### config.mk
export PLATFORM = sky130hd
export DESIGN_NAME = irq_controller
export DESIGN_NICKNAME = d
export VERILOG_FILES = /design/src/rtl/irq_pkg.sv /design/src/rtl/irq_prio_enc.sv /design/src/rtl/irq_controller.sv
export SDC_FILE = /design/constraint.sdc
export NUM_CORES = 1
export LEC_CHECK = 0
export CAP_MARGIN = 10
export CORE_MARGIN = 5
export CORE_UTILIZATION = 40
export DETAILED_ROUTE_END_ITERATION = 8
export PLACE_DENSITY = 0.75
export SKIP_CTS_REPAIR_TIMING = 1
export SYNTH_ARGS = -nofsm -noshare
export SYNTH_HDL_FRONTEND = slang
export SYNTH_SLANG_ARGS = --single-unit
### constraint.sdc
create_clock -name clk -period 1.7 [get_ports clk]
set_clock_uncertainty 0.05 [all_clocks]
set_input_delay 0.425 -clock clk [delete_from_list [all_inputs] [get_ports clk]]
set_output_delay 0.425 -clock clk [all_outputs]
set_load 0.01 [all_outputs]
### src/rtl/irq_pkg.sv
// Purpose: shared types and helpers for the interrupt controller and its encoder.
// Latency: none, declarations only.
// Backpressure: not applicable.
package irq_pkg;

  localparam int IRQ_NSRC_MAX = 16;

  typedef enum logic [1:0] {
    IDLE    = 2'd0,
    REQ     = 2'd1,
    SERVICE = 2'd2
  } irq_state_e;

  function automatic int vec_width(input int n);
    return ($clog2(n) < 1) ? 1 : $clog2(n);
  endfunction

endpackage

### src/rtl/irq_prio_enc.sv
// Purpose: lowest-index-first priority encoder (index 0 wins).
// Latency: purely combinational.
// Backpressure: not applicable.
module irq_prio_enc
  import irq_pkg::*;
#(
  parameter int NSRC = 4,
  parameter int VW   = vec_width(NSRC)
) (
  input  logic [NSRC-1:0] req,
  output logic [VW-1:0]   idx,
  output logic            vld
);

  always_comb begin
    idx = '0;
    vld = 1'b0;
    // Scan downwards so the last assignment is the lowest set index.
    for (int i = NSRC - 1; i >= 0; i--) begin
      if (req[i]) begin
        idx = VW'(i);
        vld = 1'b1;
      end
    end
  end

endmodule

### src/rtl/irq_controller.sv
// Purpose: collects event pulses into pending bits, masks/prioritises, delivers one irq at a time (IRQ_OVERFLOW_EN adds sticky lost-event flags).
// Latency: pending visible 1 cycle after a pulse, irq asserted 1 cycle after eligible goes nonzero.
// Backpressure: the CPU paces delivery via irq_ack/irq_done; new events merge into pending meanwhile.
module irq_controller
  import irq_pkg::*;
#(
  parameter int              NSRC     = 4,
  parameter int              VW       = vec_width(NSRC),
  parameter logic [NSRC-1:0] MASK_RST = '1
) (
  input  logic            clk,
  input  logic            reset,
  input  logic [NSRC-1:0] src_pulse,
  input  logic            mask_we,
  input  logic [NSRC-1:0] mask_wdata,
  output logic [NSRC-1:0] mask,
  output logic [NSRC-1:0] pending,
  output logic            irq,
  input  logic            irq_ack,
  output logic [VW-1:0]   irq_vec,
  output logic            in_service,
  input  logic            irq_done
`ifdef IRQ_OVERFLOW_EN
  ,
  output logic [NSRC-1:0] overflow,
  input  logic [NSRC-1:0] ovf_clr
`endif
);

  irq_state_e      state_q, state_d;
  logic [NSRC-1:0] pending_q, pending_d;
  logic [NSRC-1:0] mask_q, mask_d;
  logic            irq_q, irq_d;
  logic [VW-1:0]   vec_q, vec_d;
  logic            insvc_q, insvc_d;

  logic [NSRC-1:0] eligible;
  logic [NSRC-1:0] clr;
  logic [VW-1:0]   win_idx;
  logic            win_vld;

  assign eligible = pending_q & mask_q;

  irq_prio_enc #(
    .NSRC (NSRC),
    .VW   (VW)
  ) u_prio_enc (
    .req (eligible),
    .idx (win_idx),
    .vld (win_vld)
  );

  always_comb begin
    state_d = state_q;
    irq_d   = irq_q;
    vec_d   = vec_q;
    insvc_d = insvc_q;
    clr     = '0;
    unique case (state_q)
      IDLE: begin
        if (win_vld) begin
          state_d = REQ;
          irq_d   = 1'b1;
        end
      end
      REQ: begin
        if (!win_vld) begin
          // Request withdrawn by a mask write; nothing is latched.
          state_d = IDLE;
          irq_d   = 1'b0;
        end else if (irq_ack) begin
          state_d = SERVICE;
          irq_d   = 1'b0;
          insvc_d = 1'b1;
          vec_d   = win_idx;
          clr     = NSRC'(1) << win_idx;
        end
      end
      SERVICE: begin
        if (irq_done) begin
          state_d = IDLE;
          insvc_d = 1'b0;
        end
      end
      default: begin
        state_d = IDLE;
        irq_d   = 1'b0;
        insvc_d = 1'b0;
      end
    endcase
  end

  // A pulse on the bit being cleared keeps it pending.
  assign pending_d = (pending_q & ~clr) | src_pulse;
  assign mask_d    = mask_we ? mask_wdata : mask_q;

  always_ff @(posedge clk or negedge reset) begin
    if (!reset) begin
      state_q   <= IDLE;
      pending_q <= '0;
      mask_q    <= MASK_RST;
      irq_q     <= 1'b0;
      vec_q     <= '0;
      insvc_q   <= 1'b0;
    end else begin
      state_q   <= state_d;
      pending_q <= pending_d;
      mask_q    <= mask_d;
      irq_q     <= irq_d;
      vec_q     <= vec_d;
      insvc_q   <= insvc_d;
    end
  end

  assign mask       = mask_q;
  assign pending    = pending_q;
  assign irq        = irq_q;
  assign irq_vec    = vec_q;
  assign in_service = insvc_q;

`ifdef IRQ_OVERFLOW_EN
  logic [NSRC-1:0] ovf_q, ovf_d;

  // A new event on a bit still pending (and not being serviced now) is a lost event.
  assign ovf_d = (ovf_q & ~ovf_clr) | (src_pulse & pending_q & ~clr);

  always_ff @(posedge clk or negedge reset) begin
    if (!reset) begin
      ovf_q <= '0;
    end else begin
      ovf_q <= ovf_d;
    end
  end

  assign overflow = ovf_q;
`endif

endmodule

==> reports/summary.txt <==
Post-Layout Cell Count -> 101
Vias in the first global route -> 534
Worst r2r dst -> irq_vec[0]$_DFFE_PN0P_
Crit Path Class -> reg -> out
Worst hold-check path type -> in -> async
Final WL -> 1350 um
R2R Path Start -> mask[2]$_DFFE_PN1P_
Area of the core -> 1490 um2
Layout cells sized above 1 -> 28.2%
Crit path max-delay cell type -> clkdlybuf4s50_1
CP startpoint kind -> flip-flop
Clock power share -> 17.0%
Switching share of power -> 30.7%
Max Cap Viol -> 0
Initial antenna violation count -> 0
Clk_lat worst skew -> 0.27 ns
DRC Markers -> 0
Period minus WS final -> 1.63 ns
R2R depth -> 4
CP Buf/Inv Count -> 1
Outcome -> finished clean
Pwr Density -> 1150 nW/um2
Power Total -> 1.14 mW
Psw -> 350 uW
Worst-Margin Slew -> 0.303 ns
Syn Inst Count -> 50
Setup violators final -> 0
TritonCTS clock tree -> done
Setup WS pre-CTS -> -0.0248 ns
RD Place Congestion -> 0.690
First-pass detailed-route iteration total -> 4
Largest net degree at the start of global routing -> 15
Root Driver -> clkbuf_4
WL per Instance -> 13.3 um
Critical Path, Cell by Cell -> clkdlybuf4s50_1
Critical path depth -> 1
Setup crit end kind -> output port
Post-Syn Area per Cell -> 12.4 um2
Flop pwr share -> 44.2%
Leakage -> 0.466 nW
ANT cells -> 0
Hold slack -> 0.394 ns
Max-slew violations -> 0
Net Count, Synth -> 63
Setup TNS -> 0 ns
Placed cells -> 97
Worst reg-to-reg setup slack -> 0.30 ns
Clock sink total -> 14
Starting Density -> 41.8%
FP Rows -> 14
CTS Buf Count -> 3
Detail Placement HPWL -> 1060 um
Area of the multi-input gates -> 267 um2
H-tree Lvls -> 1
Vias/cell -> 5.04
Synthesized area -> 622 um2
Crit share post-route -> 96.0%
IO Pins -> 25
Die span in x -> 49.4 um
Total track usage -> 11.8%
Final core utilization -> 66.3%
Post-route cell area -> 987 um2
Synthesis warning total -> 0
Placed inst area -> 935 um2
Synthesized flop and latch total -> 14
Unrepaired setup endpoints after global routing -> no
Die height -> 49.4 um
Via count of the routed design -> 509
Final nets -> 99
Max Fclk -> 0.613 GHz
Peak supply drop -> 0.672 mV
Synth unique cells -> 20
Req. time, crit path -> 1.22 ns
Cell Int Power -> 789 uW
Aggregate global routing overflow -> 0
Combinational power share -> 38.8%
Crit path DAT -> 1.16 ns
I/O Buffers -> 24
Drt initial violations -> 7
Slowest stage delay, CP -> 0.53 ns
Register area share after synthesis -> 57.1%
Clk pin slew, worst setup/hold paths -> 0.09 ns
Top delay family on crit path -> buffers and inverters
CP Max Fanout -> 2
Register area -> 357 um2
Die ar. -> 2440 um2
Max-slew headroom -> 79.8%
Max clock buf depth -> 2
Area added between synthesis and finish -> 58.8%
Global-route wire length before repair -> 2280 um
Fillers -> 117
Setup ws final -> 0.0674 ns
Fin. Hold Viols -> 0
Routed Antenna Nets -> 0
layer usage:
| metal | global-route usage (%) | up-vias | wire length [um] |
|---|---|---|---|
| li1 | - | 256 | - |
| met3 | 3.67 | 2 | 76 |
| met2 | 17.8 | 12 | 652 |
| met1 | 15.5 | 239 | 605 |
| met4 | 5.24 | 0 | 11 |
| met5 | 0 | - | 0 |
power groups by stage:
| stage | sequential (mW) | combinational, mW | clock [mW] |
|---|---|---|---|
| 2_1_floorplan | 0.543 | 0.181 | 0 |
| 3_3_place_gp | 0.511 | 0.453 | 0 |
| 3_5_place_dp | 0.511 | 0.465 | 0 |
| 4_1_cts | 0.507 | 0.465 | 0.203 |
| 5_1_grt | 0.522 | 0.483 | 0.215 |
| 6_report | 0.504 | 0.443 | 0.193 |
Yosys cell counts:
cell type | n | share of area (%)
nand3_1 | 1 | 0.80
nand2_1 | 5 | 3.0
o21ai_0 | 1 | 0.80
a21o_1 | 6 | 7.2
a21oi_1 | 3 | 2.4
dfstp_2 | 4 | 17
mux2_2 | 4 | 7.2
nor3b_2 | 1 | 2.0
a21oi_2 | 1 | 1.4
dfrtp_1 | 10 | 40
o22ai_1 | 1 | 1.0
nand3b_1 | 1 | 1.2
nand2b_1 | 1 | 1.0
o22a_1 | 1 | 1.4
nor2_1 | 5 | 3.0
a22oi_4 | 1 | 3.4
a22oi_2 | 1 | 2.0
a32oi_1 | 1 | 1.4
mux2_4 | 1 | 2.4
nor2b_1 | 1 | 1.0
sequential cells by signal, indices dropped and copies added, names as in the netlist:
signal      count
state_q         2
irq             1
irq_vec         2
pending         4
in_service      1
mask            4
layout make-up:
type | count | area share (%)
flip-flops and latches | 14 | 36.1
repair buffers | 31 | 32.2
multi-input cells | 36 | 27.0
clock buffers | 4 | 2.66
well taps | 16 | 2.03
placed cells by master (no fill, tap or decap), drive strengths merged:
cell type / Yosys / routed
nor3b: 1 / 1
buf: 0 / 7
o22ai: 1 / 1
nor2b: 1 / 1
nand2b: 1 / 1
a21o: 6 / 6
nand2: 5 / 5
nand3b: 1 / 1
dlymetal6s2s: 0 / 10
dfstp: 4 / 4
a32oi: 1 / 1
a21oi: 4 / 4
o21ai: 1 / 1
nand3: 1 / 1
clkdlybuf4s50: 0 / 14
mux2: 5 / 5
clkbuf: 0 / 4
nor2: 5 / 5
a22oi: 2 / 2
o22a: 1 / 1
dfrtp: 10 / 10
how the worst max path moves through the flow:
| stage | start | to | slack, ns |
|---|---|---|---|
| 3_3_place_gp | irq_ack | irq_vec[0]$_DFFE_PN0P_ | -0.002 |
| 4_1_cts | mask[3]$_DFFE_PN1P_ | mask[3] | -0.17 |
| 6_report | irq_vec[1]$_DFFE_PN0P_ | irq_vec[1] | 0.07 |
| 3_5_place_dp | irq_ack | irq_vec[0]$_DFFE_PN0P_ | -0.02 |
| 5_1_grt | pending[0]$_DFF_PN0_ | pending[0] | 0.002 |
| 2_1_floorplan | mask[2]$_DFFE_PN1P_ | irq_vec[0]$_DFFE_PN0P_ | 0.35 |
cell families after synthesis:
logic type      synth area share, %
compound gates                 21.1
simple gates                   12.1
flops                          57.1
mux                            9.66
Power figures use the tool's default switching activity.
